--- config.mk ---
export PLATFORM = sky130hd
export DESIGN_NAME = spad_req_arbiter
export DESIGN_NICKNAME = d
export VERILOG_FILES = /design/src/rtl/spad_req_arbiter.sv
export SDC_FILE = /design/constraint.sdc
export NUM_CORES = 1
export LEC_CHECK = 0
export BUFFER_PORTS_ARGS = -buffer_cell sky130_fd_sc_hd__buf_2
export CAP_MARGIN = 20
export CORE_AREA = 5 5 179 181
export DETAILED_ROUTE_END_ITERATION = 7
export DIE_AREA = 0 0 184 186
export PLACE_DENSITY = 0.47
export SYNTH_ARGS = -nofsm -noshare
export SYNTH_HDL_FRONTEND = slang
export SYNTH_SLANG_ARGS = --single-unit
export TNS_END_PERCENT = 100
--- constraint.sdc ---
create_clock -name clk -period 6.4 [get_ports clk]
set_clock_uncertainty 0.15 [all_clocks]
set_input_delay 0.96 -clock clk [delete_from_list [all_inputs] [get_ports clk]]
set_output_delay 0.96 -clock clk [all_outputs]
set_load 0.05 [all_outputs]
--- src/rtl/spad_req_arbiter.sv ---
// Two-source scratchpad request arbiter. Frontend and backend requests compete for a single
// registered output slot. Round-robin on ties, per-source outstanding credit limit, and a
// drain/quiesce handshake that stops new grants while in-flight work completes.
module spad_req_arbiter #(
  parameter int unsigned ADDR_W  = 20,
  parameter int unsigned DATA_W  = 128,
  parameter int unsigned MAX_OUT = 4,
  parameter int unsigned CNT_W   = $clog2(MAX_OUT + 1)
) (
  input  logic              clk,
  input  logic              n_rst,

  input  logic              fe_req_valid,
  output logic              fe_req_ready,
  input  logic              fe_req_write,
  input  logic [ADDR_W-1:0] fe_req_addr,
  input  logic [DATA_W-1:0] fe_req_wdata,

  input  logic              be_req_valid,
  output logic              be_req_ready,
  input  logic              be_req_write,
  input  logic [ADDR_W-1:0] be_req_addr,
  input  logic [DATA_W-1:0] be_req_wdata,

  output logic              out_valid,
  input  logic              out_ready,
  output logic              out_write,
  output logic              out_src,
  output logic [ADDR_W-1:0] out_addr,
  output logic [DATA_W-1:0] out_wdata,

  input  logic              rsp_valid,
  input  logic              rsp_src,

  input  logic              drain_req,
  output logic              drain_done,

  output logic [CNT_W-1:0]  fe_outstanding,
  output logic [CNT_W-1:0]  be_outstanding,
  output logic              rsp_err
);

  typedef enum logic [1:0] {StRun, StDrain, StDone} state_e;

  localparam logic [CNT_W-1:0] MaxCnt = CNT_W'(MAX_OUT);

  state_e              state_q, state_d;
  logic                out_valid_q, out_valid_d;
  logic                out_write_q, out_write_d;
  logic                out_src_q, out_src_d;
  logic [ADDR_W-1:0]   out_addr_q, out_addr_d;
  logic [DATA_W-1:0]   out_wdata_q, out_wdata_d;
  logic [CNT_W-1:0]    fe_cnt_q, fe_cnt_d;
  logic [CNT_W-1:0]    be_cnt_q, be_cnt_d;
  logic                rsp_err_q, rsp_err_d;
  // 0: frontend granted last, 1: backend granted last
  logic                last_q, last_d;

  logic fe_elig, be_elig, slot_free, can_grant, fe_gnt, be_gnt;
  logic fe_rsp, be_rsp;

  // A matching grant and response cancel; a response against an empty count is ignored.
  function automatic logic [CNT_W-1:0] next_cnt(input logic [CNT_W-1:0] cnt,
                                                 input logic inc, input logic dec);
    logic [CNT_W-1:0] res;
    res = cnt;
    if (inc && !dec) begin
      res = cnt + CNT_W'(1);
    end else if (dec && !inc && (cnt != '0)) begin
      res = cnt - CNT_W'(1);
    end
    return res;
  endfunction

  // Eligibility and round-robin grant decision.
  always_comb begin
    fe_elig   = fe_req_valid && (fe_cnt_q < MaxCnt);
    be_elig   = be_req_valid && (be_cnt_q < MaxCnt);
    slot_free = !out_valid_q || out_ready;
    // n_rst gating keeps both readies low while reset is held
    can_grant = n_rst && (state_q == StRun) && slot_free;
    fe_gnt    = can_grant && fe_elig && (!be_elig || last_q);
    be_gnt    = can_grant && be_elig && (!fe_elig || !last_q);
  end

  assign fe_req_ready = fe_gnt;
  assign be_req_ready = be_gnt;

  // Output slot load/hold/release, credit counters, sticky error and pointer.
  always_comb begin
    out_valid_d = out_valid_q;
    out_write_d = out_write_q;
    out_src_d   = out_src_q;
    out_addr_d  = out_addr_q;
    out_wdata_d = out_wdata_q;
    last_d      = last_q;

    if (fe_gnt) begin
      out_valid_d = 1'b1;
      out_write_d = fe_req_write;
      out_src_d   = 1'b0;
      out_addr_d  = fe_req_addr;
      out_wdata_d = fe_req_wdata;
      last_d      = 1'b0;
    end else if (be_gnt) begin
      out_valid_d = 1'b1;
      out_write_d = be_req_write;
      out_src_d   = 1'b1;
      out_addr_d  = be_req_addr;
      out_wdata_d = be_req_wdata;
      last_d      = 1'b1;
    end else if (out_ready) begin
      out_valid_d = 1'b0;
    end

    fe_rsp    = rsp_valid && !rsp_src;
    be_rsp    = rsp_valid && rsp_src;
    fe_cnt_d  = next_cnt(fe_cnt_q, fe_gnt, fe_rsp);
    be_cnt_d  = next_cnt(be_cnt_q, be_gnt, be_rsp);
    rsp_err_d = rsp_err_q || (fe_rsp && (fe_cnt_q == '0)) || (be_rsp && (be_cnt_q == '0));
  end

  // Drain FSM next-state.
  always_comb begin
    state_d = state_q;
    unique case (state_q)
      StRun: begin
        if (drain_req) state_d = StDrain;
      end
      StDrain: begin
        if (!drain_req) begin
          state_d = StRun;
        end else if (!out_valid_q && (fe_cnt_q == '0) && (be_cnt_q == '0)) begin
          state_d = StDone;
        end
      end
      StDone: begin
        if (!drain_req) state_d = StRun;
      end
      default: state_d = StRun;
    endcase
  end

  // State registers with synchronous active-low reset.
  always_ff @(posedge clk) begin
    if (!n_rst) begin
      state_q     <= StRun;
      out_valid_q <= 1'b0;
      out_write_q <= 1'b0;
      out_src_q   <= 1'b0;
      out_addr_q  <= '0;
      out_wdata_q <= '0;
      fe_cnt_q    <= '0;
      be_cnt_q    <= '0;
      rsp_err_q   <= 1'b0;
      last_q      <= 1'b1;
    end else begin
      state_q     <= state_d;
      out_valid_q <= out_valid_d;
      out_write_q <= out_write_d;
      out_src_q   <= out_src_d;
      out_addr_q  <= out_addr_d;
      out_wdata_q <= out_wdata_d;
      fe_cnt_q    <= fe_cnt_d;
      be_cnt_q    <= be_cnt_d;
      rsp_err_q   <= rsp_err_d;
      last_q      <= last_d;
    end
  end

  assign out_valid      = out_valid_q;
  assign out_write      = out_write_q;
  assign out_src        = out_src_q;
  assign out_addr       = out_addr_q;
  assign out_wdata      = out_wdata_q;
  assign fe_outstanding = fe_cnt_q;
  assign be_outstanding = be_cnt_q;
  assign rsp_err        = rsp_err_q;
  assign drain_done     = (state_q == StDone);

endmodule

==> results.py, run 1 <==
metrics = {
    "critical_path": {
        "worst-r2r-setup-slack_ns": 3.36,
        "critical_path_peak_fanout": 5,
        "crit_path_end_kind": "output pin",
        "cp_num_buf_inv": 3,
        "critical_path_slowest_stage_cell": "sky130_fd_sc_hd__nor4_2",
        "r2r_start": "state_q[1]",
        "cpMostUsedCell": "sky130_fd_sc_hd__buf_4",
        "critPathArrivalTime_ns": 2.39,
        "cp_top_family": "simple AND/OR/NAND/NOR gates",
        "critical_path.max_stage_delay_ns": 0.43,
        "timing.setup.critical_path_class": "in -> out",
        "critical_path_required_ns": 5.29,
        "worst-path-stages": 5,
        "start_kind": "input pin",
        "critPathLaunch": "n_rst",
        "endpoint": "fe_req_ready",
        "crit-reg2reg-capture": "out_addr[13]",
        "worstRegToRegCells": 6,
        "cell_by_cell_trace_of_the_critical_path": "buf_4 -> or3b_4 -> nor4_2 -> buf_4 -> buf_2",
    },
    "clocking": {
        "ctsHtreeMaxLevel": 4,
        "cts_resized": 0,
        "insertion_delay_ns": 0.42,
        "clock_root_buffer": "sky130_fd_sc_hd__clkbuf_16",
        "clock_tree_from_tritoncts": "yes",
        "clock_sinks": 161,
        "holdBufCountCts": 0,
        "cts_inserted_buffers": 17,
        "cts_setup_buffers": 0,
        "ctsLongestPathBuffers": 2,
        "worst_setup_hold_path_clk_slew_ns": 0.06,
    },
    "route": {
        "drtAntennaViolNets": 0,
        "finalWirelength_um": 24600,
        "drc": 0,
        "post_drt_via_cell_ratio": 4.33,
        "first_iter_violations": 135,
        "drt-wirelength-per-cell_um": 15.7,
        "via_count": 6795,
        "detail_route.first_pass.iterations": 4,
    },
    "timing": {
        "fin_crit_sh_pct": 54.7,
        "slew-limit-headroom_pct": 43.1,
        "final_hold_viol_count": 0,
        "unrepaired_setup_endpoints_after_global_routing": "false",
        "max_clock_freq_ghz": 0.286,
        "fin_crit_ns": 3.50,
        "tightestPinTransition_ns": 0.853,
        "worst_slack_setup_final_ns": 2.90,
        "setup_total_negative_slack_ns": 0,
        "count_of_endpoints_failing_setup_in_the_final_report": 0,
        "final_max_slew_viol_count": 0,
    },
    "power": {
        "ir_drop_mv": 0.154,
        "power.density_cell_area_nw_per_um2": 340,
        "cellLeakagePower_nw": 4.75,
    },
    "finish": {
        "sequential_cell_area_um2": 3220,
        "syn2layout_area_growth_pct": 46.4,
        "diodes": 0,
        "drive_gt1_share_pct": 43.2,
        "layout.nets": 1470,
        "multiInputGateArea_um2": 3430,
        "num-fill-cells": 3162,
    },
    "global_route": {
        "grt_start_max_net_pins": 154,
        "grt_first_pass_wirelength_um": 35300,
        "via_count_of_the_first_global_routing_pass": 6534,
        "grt_overflow_total": 0,
        "antenna_found_initial": 1,
        "grtUsageTotal_pct": 13.1,
    },
    "min_path": {
        "min_path_type": "reg -> reg",
    },
    "logic_synthesis": {
        "synth_warnings": 0,
        "synthDominantCellAreaShare_pct": 46.1,
        "synth_fp_nets": 1045,
        "synth.most_common_cell": "sky130_fd_sc_hd__dfxtp_1",
        "post_synth_instance_area_um2": 6990,
        "post_synth_inst_count": 737,
        "yosys-top-cells-count": "161 x sky130_fd_sc_hd__dfxtp_1, 159 x sky130_fd_sc_hd__mux2i_1, 151 x sky130_fd_sc_hd__a21oi_1",
        "yosys_most_used_dff": "sky130_fd_sc_hd__dfxtp_1",
        "ys_types": 28,
        "seq_area_frac_synth_pct": 46.1,
        "ys_async_sr_fraction_pct": 0,
        "synthDominantAreaCellType": "sky130_fd_sc_hd__dfxtp_1",
        "synth.top_cells.by_area": "sky130_fd_sc_hd__dfxtp_1 46%, sky130_fd_sc_hd__mux2i_1 23%, sky130_fd_sc_hd__a21oi_1 11%, sky130_fd_sc_hd__o21ai_0 11%, sky130_fd_sc_hd__clkbuf_1 2.1%",
        "synth.avg_cell_area_um2": 9.49,
        "synth-seq-cells": 161,
        "synth-edff-count": 0,
    },
    "floorplanning": {
        "io-pin-count": 467,
        "chipHeight_um": 186,
        "design.die.area_um2": 34200,
        "row_count": 64,
        "die_x_um": 184,
        "placeableCoreArea_um2": 30300,
        "floorplan.initialDensity_pct": 23.1,
    },
    "placed_design": {
        "place_congestion": 0.750,
        "worst_setup_slack_post_dpl_ns": 2.64,
        "placement.io_buffers": 466,
        "post-dp-hpwl_um": 18300,
    },
    "job": {
        "cap_violations": 0,
    },
    "status": {
        "status": "finished, final reports clean",
    },
}
==> state kept, by name (all words and copies together), names as in the netlist <==
name            flops
out_wdata         128
out_write           1
state_q             2
be_outstanding      3
out_valid           1
rsp_err             1
out_addr           20
out_src             1
fe_outstanding      3
last_q              1
==> report_power, final <==
group | total [mW] | switching (mW) | internal (mW)
Sequential | 1.20 | 0.0649 | 1.14
Clock | 1.16 | 0.423 | 0.739
Combinational | 1.12 | 0.803 | 0.319
==> worst min path at each step <==
stage / endpoint / slack (ns) / start / depth (start not counted)
2_1_floorplan: state_q[0] / 0.27 / state_q[1] / 1
3_3_place_gp: state_q[0] / 0.31 / state_q[1] / 1
3_5_place_dp: state_q[0] / 0.31 / state_q[1] / 1
4_1_cts: state_q[0] / 0.32 / state_q[1] / 1
5_1_grt: state_q[0] / 0.35 / state_q[1] / 1
6_report: state_q[0] / 0.32 / state_q[1] / 1
==> metal layers <==
layer  vias up  part of all wire, %  global-route usage, %  wire length, um
met3        20                  9.5                   5.00             2340
met1      2966                   39                   14.9             9510
li1       3523                    -                      -                -
met5         -                0.037                      0                9
met4         2                  1.4                   3.61              344
met2       284                   50                   23.2            12400
==> cell families (layout without fill, tap and decap cells) <==
family          count (synthesis)  count (layout)  share of synthesized area, %
simple gates                   42              42                          3.43
fa+ha+maj                       2               2                         0.572
compound gates                303             303                          21.8
mux                           160             160                          22.9
flops                         161             161                          46.1
buf+inv                        69             505                          5.21
==> cell type report <==
class	instances	area share [%]
clock buffers	20	4.36
repair buffers	474	23.8
inverters	1	0.0367
well taps	396	4.84
clock inverters	10	2.04
multi-input cells	507	33.5
flip-flops and latches	161	31.5
==> per-stage QoR <==
stage                     area [um^2]  utilization (%)  power (mW)  hold WS, ns  instances
final                           10200             33.8        3.48        0.318       1569
after global routing            10200             33.8        3.67        0.351       1569
after global placement           9580             31.7        2.35        0.314       1539
after floorplan                  6990                -        2.04        0.272        737
after CTS                       10200             33.8        3.55        0.316       1569
after detailed placement         9580             31.7        2.36        0.309       1539
==> placed cells by master (no fill, tap or decap), drive strengths merged <==
cell / netlist / routed
buf: 29 / 474
dfxtp: 161 / 161
mux2i: 159 / 159
a21oi: 151 / 151
o21ai: 149 / 149
clkbuf: 39 / 20
nand2: 14 / 14
nand2b: 7 / 7
bufinv: 0 / 6
nor2: 5 / 5
nor3: 3 / 3
nor2b: 2 / 2
nor3b: 2 / 2
or3: 2 / 2
fa: 2 / 2
clkinvlp: 0 / 2
nor4: 2 / 2
clkinv: 0 / 2
or3b: 1 / 1
and3b: 1 / 1
inv: 1 / 1
a211oi: 1 / 1
and4b: 1 / 1
o21a: 1 / 1
mux2: 1 / 1
o31ai: 1 / 1
or4: 1 / 1
nand3: 1 / 1
Note: power is estimated with default switching activity, not from simulation.
==> inputs of run 2 (changes only) <==
CORE_AREA = 5 5 178 180   (was 5 5 179 181)
DIE_AREA = 0 0 183 185   (was 0 0 184 186)
PLACE_DENSITY = 0.49   (was 0.47)
clock period = 2.9 ns   (was 6.4 ns; I/O delays follow)
==> run 2 against run 1 <==
Largest cell class unchanged. Power increased by 120%. Sequential share of layout area decreased by 0.22 points. Die area decreased by 1.1%. Critical path type is now reg -> out. Setup slack got worse by 2.7 ns. Routed wire length increased by 5.3%. First-iteration DRC count increased by 100%. Sequential cell count unchanged. Critical path depth unchanged. Combinational power increased by 130%.
==> results.py, run 2 (synthesis gave the netlist of run 1 again) <==
metrics = {
    "placed_design": {
        "place_congestion": 0.797,
        "post-dp-hpwl_um": 19300,
        "placement.io_buffers": 466,
        "place.detailed.instances": 1546,
    },
    "route": {
        "finalWirelength_um": 25900,
        "drtAntennaViolNets": 0,
        "via_count": 6948,
        "drt-wirelength-per-cell_um": 16.4,
        "drc": 0,
        "post_drt_via_cell_ratio": 4.40,
        "first_iter_violations": 270,
        "detail_route.first_pass.iterations": 4,
    },
    "critical_path": {
        "critical_path_slowest_stage_cell": "sky130_fd_sc_hd__or3b_4",
        "worst-r2r-setup-slack_ns": 0.46,
        "r2r_start": "state_q[1]",
        "worstRegToRegCells": 6,
        "critical_path_peak_fanout": 30,
        "critical_path.max_stage_delay_ns": 0.46,
        "timing.setup.critical_path_class": "reg -> out",
        "critical_path_required_ns": 2.32,
        "cpMostUsedCell": "sky130_fd_sc_hd__buf_4",
        "start_kind": "register",
        "crit_path_end_kind": "output pin",
        "cp_top_family": "simple AND/OR/NAND/NOR gates",
        "critPathArrivalTime_ns": 2.15,
        "critPathLaunch": "state_q[1]",
        "cp_num_buf_inv": 3,
        "cell_by_cell_trace_of_the_critical_path": "or3b_4 -> nor4_4 -> buf_4 -> buf_16 -> buf_4",
        "crit-reg2reg-capture": "out_wdata[31]",
    },
    "global_route": {
        "grt_first_pass_wirelength_um": 38300,
        "antenna_found_initial": 1,
        "grt_start_max_net_pins": 127,
        "grt_overflow_total": 0,
        "via_count_of_the_first_global_routing_pass": 6792,
        "grtUsageTotal_pct": 14.2,
    },
    "floorplanning": {
        "die_x_um": 183,
        "chipHeight_um": 185,
        "floorplan.initialDensity_pct": 23.3,
        "io-pin-count": 467,
        "placeableCoreArea_um2": 30000,
        "design.die.area_um2": 33900,
        "row_count": 64,
    },
    "min_path": {
        "hold_path_startpoint": "be_req_wdata[76]",
        "min_path_type": "in -> reg",
        "worst_hold_path_cells": 3,
        "whs_endpoint": "out_wdata[76]",
    },
    "timing": {
        "slew-limit-headroom_pct": 34.8,
        "fin_crit_ns": 2.73,
        "final_max_slew_viol_count": 0,
        "max_clock_freq_ghz": 0.366,
        "count_of_endpoints_failing_setup_in_the_final_report": 0,
        "tightestPinTransition_ns": 0.978,
        "unrepaired_setup_endpoints_after_global_routing": "false",
        "final_hold_viol_count": 0,
        "fin_crit_sh_pct": 94.1,
    },
    "finish": {
        "layout.nets": 1478,
        "largest_register_ff_count": 128,
        "syn2layout_area_growth_pct": 47.6,
        "diodes": 0,
        "drive_gt1_share_pct": 44.2,
        "layout_commonest_cell": "sky130_fd_sc_hd__buf_2",
        "layout.cells.most_common_list": "464 x sky130_fd_sc_hd__buf_2, 159 x sky130_fd_sc_hd__mux2i_1, 159 x sky130_fd_sc_hd__dfxtp_1, 151 x sky130_fd_sc_hd__a21oi_1, 149 x sky130_fd_sc_hd__o21ai_0",
        "finish.cell_count_without_fillers": 1579,
        "num-fill-cells": 3190,
    },
    "power": {
        "cellLeakagePower_nw": 4.80,
        "ir_drop_mv": 0.313,
        "power.density_cell_area_nw_per_um2": 729,
        "power.total_mw": 7.52,
    },
    "clocking": {
        "ctsHtreeMaxLevel": 4,
        "clock_root_buffer": "sky130_fd_sc_hd__clkbuf_16",
        "ctsLongestPathBuffers": 2,
        "insertion_delay_ns": 0.41,
        "clock_sinks": 161,
        "worst_setup_hold_path_clk_slew_ns": 0.08,
        "cts_inserted_buffers": 17,
        "clock_tree_from_tritoncts": "yes",
        "holdBufCountCts": 0,
    },
    "status": {
        "status": "finished, final reports clean",
    },
    "job": {
        "cap_violations": 0,
    },
}
-- run 2: how the worst max path moves through the flow --
stage / to / cells after the start
2_1_floorplan: be_outstanding[2] / 7
3_3_place_gp: fe_req_ready / 6
3_5_place_dp: fe_req_ready / 6
4_1_cts: fe_req_ready / 5
5_1_grt: fe_req_ready / 5
6_report: fe_req_ready / 5
-- run 2: stage by stage --
step                      area (um^2)  setup slack (ns)  utilization [%]  hold WS (ns)  TNS, ns
after floorplan                  7020           -0.0360                -         0.272  -0.0360
after global placement           9680             0.191             32.2         0.303        0
after detailed placement         9680             0.161             32.2         0.309        0
after CTS                       10300            0.0607             34.4         0.118        0
after global routing            10300            0.0275             34.4         0.131        0
final                           10300             0.170             34.4         0.151        0
-- run 2: per-layer routing --
layer	vias up	global-route usage (%)	share of wire, %	wire [um]
li1	3541	-	-	-
met1	3159	17.7	42	10900
met2	233	24.5	50	12800
met3	15	4.12	7.1	1850
met4	0	3.31	1.2	320
met5	-	0	0	0
-- run 2: timing repair --
| action | in CTS | in global routing |
|---|---|---|
| setup endpoints to repair | 1 | 1 |
| gates cloned | 1 | 0 |
| gates resized for setup | 2 | 1 |
| setup buffers | 0 | 0 |
| endpoints found under the hold margin | 0 | 0 |
-- run 2: where the power goes --
group,internal [mW],switching [mW]
clock network,1.27,1.06
registers,2.51,0.148
logic,0.747,1.79
-- run 2: final cells by class --
class / instances / area [um^2] / share of cell area [%]
sequential: 161 / 3230 / 31.3
clock buffer: 19 / 453 / 4.39
clock inverter: 13 / 139 / 1.35
multi-input combinational: 507 / 3440 / 33.3
timing repair buffer: 482 / 2560 / 24.8
tap: 396 / 495 / 4.80
inverter: 1 / 3.75 / 0.0364
-- run 2: worst min-delay path: stages --
cell	delay, ns
sky130_fd_sc_hd__buf_2	0.07
sky130_fd_sc_hd__mux2i_1	0.05
sky130_fd_sc_hd__a21oi_1	0.13
==> inputs of run 3 (changes only) <==
CORE_AREA = 5 5 179 181   (was 5 5 178 180)
DIE_AREA = 0 0 184 186   (was 0 0 183 185)
PLACE_DENSITY = 0.47   (was 0.49)
clock period = 3.5 ns   (was 2.9 ns; I/O delays follow)
==> run 3 against run 2 <==
Combinational power is 19% lower. Power is 18% lower. Sequential power is 17% lower. Cell count shrank 0.25%. Clock power decreased by 19%. Routed wire length is 5.3% lower. Die area up 1.1%. Core utilization down 0.63 points. First-iteration DRC count fell by 30%. Sequential share of layout area up 0.28 points. Via count decreased by 1.1%. Critical path type unchanged. Critical endpoint unchanged.
==> results.py, run 3 (synthesis gave the netlist of run 1 again) <==
metrics = {
    "status": {
        "status": "finished, final reports clean",
    },
    "floorplanning": {
        "chipHeight_um": 186,
        "floorplan.initialDensity_pct": 23.1,
        "placeableCoreArea_um2": 30300,
        "die_x_um": 184,
        "design.die.area_um2": 34200,
        "io-pin-count": 467,
        "row_count": 64,
    },
    "global_route": {
        "grt_overflow_total": 0,
        "grtUsageTotal_pct": 13.1,
        "antenna_found_initial": 0,
        "grt_first_pass_wirelength_um": 35500,
        "grt_start_max_net_pins": 129,
        "via_count_of_the_first_global_routing_pass": 6682,
    },
    "placed_design": {
        "post-dp-hpwl_um": 18600,
        "place_congestion": 0.761,
        "place.detailed.instances": 1543,
        "worst_setup_slack_post_dpl_ns": 0.504,
        "placed_cell_area_um2": 9640,
        "placement.io_buffers": 466,
    },
    "route": {
        "drtAntennaViolNets": 0,
        "drt-wirelength-per-cell_um": 15.6,
        "via_count": 6870,
        "first_iter_violations": 188,
        "drc": 0,
        "finalWirelength_um": 24500,
        "post_drt_via_cell_ratio": 4.36,
        "detail_route.first_pass.iterations": 4,
    },
    "clocking": {
        "holdBufCountCts": 0,
        "cts_resized": 0,
        "clock_tree_from_tritoncts": "yes",
        "cts_inserted_buffers": 17,
        "worst_setup_hold_path_clk_slew_ns": 0.06,
        "cts_setup_buffers": 0,
        "ctsLongestPathBuffers": 2,
        "insertion_delay_ns": 0.42,
        "clock_sinks": 161,
        "ctsHtreeMaxLevel": 4,
        "clock_root_buffer": "sky130_fd_sc_hd__clkbuf_16",
    },
    "critical_path": {
        "critical_path_peak_fanout": 55,
        "timing.setup.critical_path_class": "reg -> out",
        "cp_top_family": "buffers and inverters",
        "cp_num_buf_inv": 3,
        "cell_by_cell_trace_of_the_critical_path": "or3b_4 -> nor4_2 -> buf_4 -> buf_12 -> buf_2",
        "critPathArrivalTime_ns": 2.44,
        "critical_path_required_ns": 2.82,
        "critical_path.max_stage_delay_ns": 0.45,
        "crit_path_end_kind": "output pin",
        "critical_path_slowest_stage_cell": "sky130_fd_sc_hd__or3b_4",
        "start_kind": "register",
    },
    "finish": {
        "diodes": 0,
        "layout_commonest_cell": "sky130_fd_sc_hd__buf_2",
        "layout.cells.most_common_list": "465 x sky130_fd_sc_hd__buf_2, 161 x sky130_fd_sc_hd__dfxtp_1, 159 x sky130_fd_sc_hd__mux2i_1, 151 x sky130_fd_sc_hd__a21oi_1, 149 x sky130_fd_sc_hd__o21ai_0",
        "num-fill-cells": 3144,
        "drive_gt1_share_pct": 43.3,
        "largest_register_ff_count": 128,
        "finalInstanceArea_um2": 10200,
        "finish.cell_count_without_fillers": 1575,
        "layout.nets": 1474,
        "syn2layout_area_growth_pct": 46.1,
    },
    "power": {
        "power.internal_mw": 3.79,
        "power_frac_seq_pct": 35.7,
        "cellLeakagePower_nw": 4.74,
        "clkPwrFrac_pct": 30.7,
        "combinationalPowerShare_pct": 33.6,
        "ir_drop_mv": 0.316,
        "netSwitchingFraction_pct": 38.3,
        "power_switching_mw": 2.35,
        "power.density_cell_area_nw_per_um2": 601,
        "power.total_mw": 6.14,
    },
    "timing": {
        "setup_total_negative_slack_ns": 0,
        "worst_slack_setup_final_ns": 0.381,
        "max_clock_freq_ghz": 0.321,
        "fin_crit_ns": 3.12,
        "slew-limit-headroom_pct": 40.8,
        "final_hold_viol_count": 0,
        "unrepaired_setup_endpoints_after_global_routing": "false",
        "tightestPinTransition_ns": 0.888,
        "final_max_slew_viol_count": 0,
        "fin_crit_sh_pct": 89.1,
        "count_of_endpoints_failing_setup_in_the_final_report": 0,
    },
    "min_path": {
        "min_path_type": "in -> reg",
    },
    "job": {
        "cap_violations": 0,
    },
}
run 3: cell count changes in the layout (fill, tap and decap cells not counted), moves of 3 or more:
cell,change
sky130_fd_sc_hd__clkbuf_1,+5
sky130_fd_sc_hd__buf_4,-3
sky130_fd_sc_hd__inv_6,-7
sky130_fd_sc_hd__clkinvlp_4,+3
sky130_fd_sc_hd__inv_8,-3
run 3: path summary, 6_finish.rpt:
kind / start / endpoint / slack, ns / cells past startpoint
max: state_q[1] / fe_req_ready / 0.38 / 5
min: drain_req / state_q[0] / 0.20 / 3
max reg2reg: state_q[1] / fe_outstanding[2] / 0.96 / 7
min reg2reg: state_q[1] / state_q[0] / 0.29 / 1
run 3: per-layer routing:
| layer | GRT usage (%) | wire length, um | up-vias |
|---|---|---|---|
| met1 | 14.8 | 9510 | 3023 |
| met5 | 0 | 0 | - |
| li1 | - | - | 3532 |
| met3 | 4.73 | 2280 | 25 |
| met2 | 23.1 | 12300 | 290 |
| met4 | 4.11 | 437 | 0 |
run 3: cell type report:
cell class,count,area [um^2],area share [%]
clock buffers,22,444,4.35
clock inverters,10,136,1.33
inverters,1,3.75,0.0367
multi-input cells,507,3430,33.5
flip-flops and latches,161,3220,31.5
well taps,396,495,4.85
repair buffers,478,2490,24.3
run 3: power groups by stage:
| stage | Clock, mW | Sequential (mW) | Combinational [mW] |
|---|---|---|---|
| floorplan | 0 | 3.06 | 0.668 |
| global placement | 0 | 2.23 | 2.08 |
| detailed placement | 0 | 2.23 | 2.09 |
| CTS | 1.96 | 2.20 | 2.09 |
| global route | 2.04 | 2.23 | 2.21 |
| finish | 1.88 | 2.20 | 2.06 |
run 3: per-stage QoR:
step | utilization (%) | hold WS (ns)
floorplan | - | 0.272
global placement | 31.8 | 0.292
detailed placement | 31.8 | 0.292
CTS | 33.8 | 0.171
global route | 33.8 | 0.194
finish | 33.8 | 0.201
run 3: worst register-to-register path, cell delays in order, from the launching register on:
cell	delay, ns
sky130_fd_sc_hd__dfxtp_1	0.32
sky130_fd_sc_hd__or3b_4	0.45
sky130_fd_sc_hd__nor4_2	0.34
sky130_fd_sc_hd__nand2_1	0.11
sky130_fd_sc_hd__fa_1	0.38
sky130_fd_sc_hd__or3_1	0.37
sky130_fd_sc_hd__mux2i_1	0.16
sky130_fd_sc_hd__mux2i_1	0.20
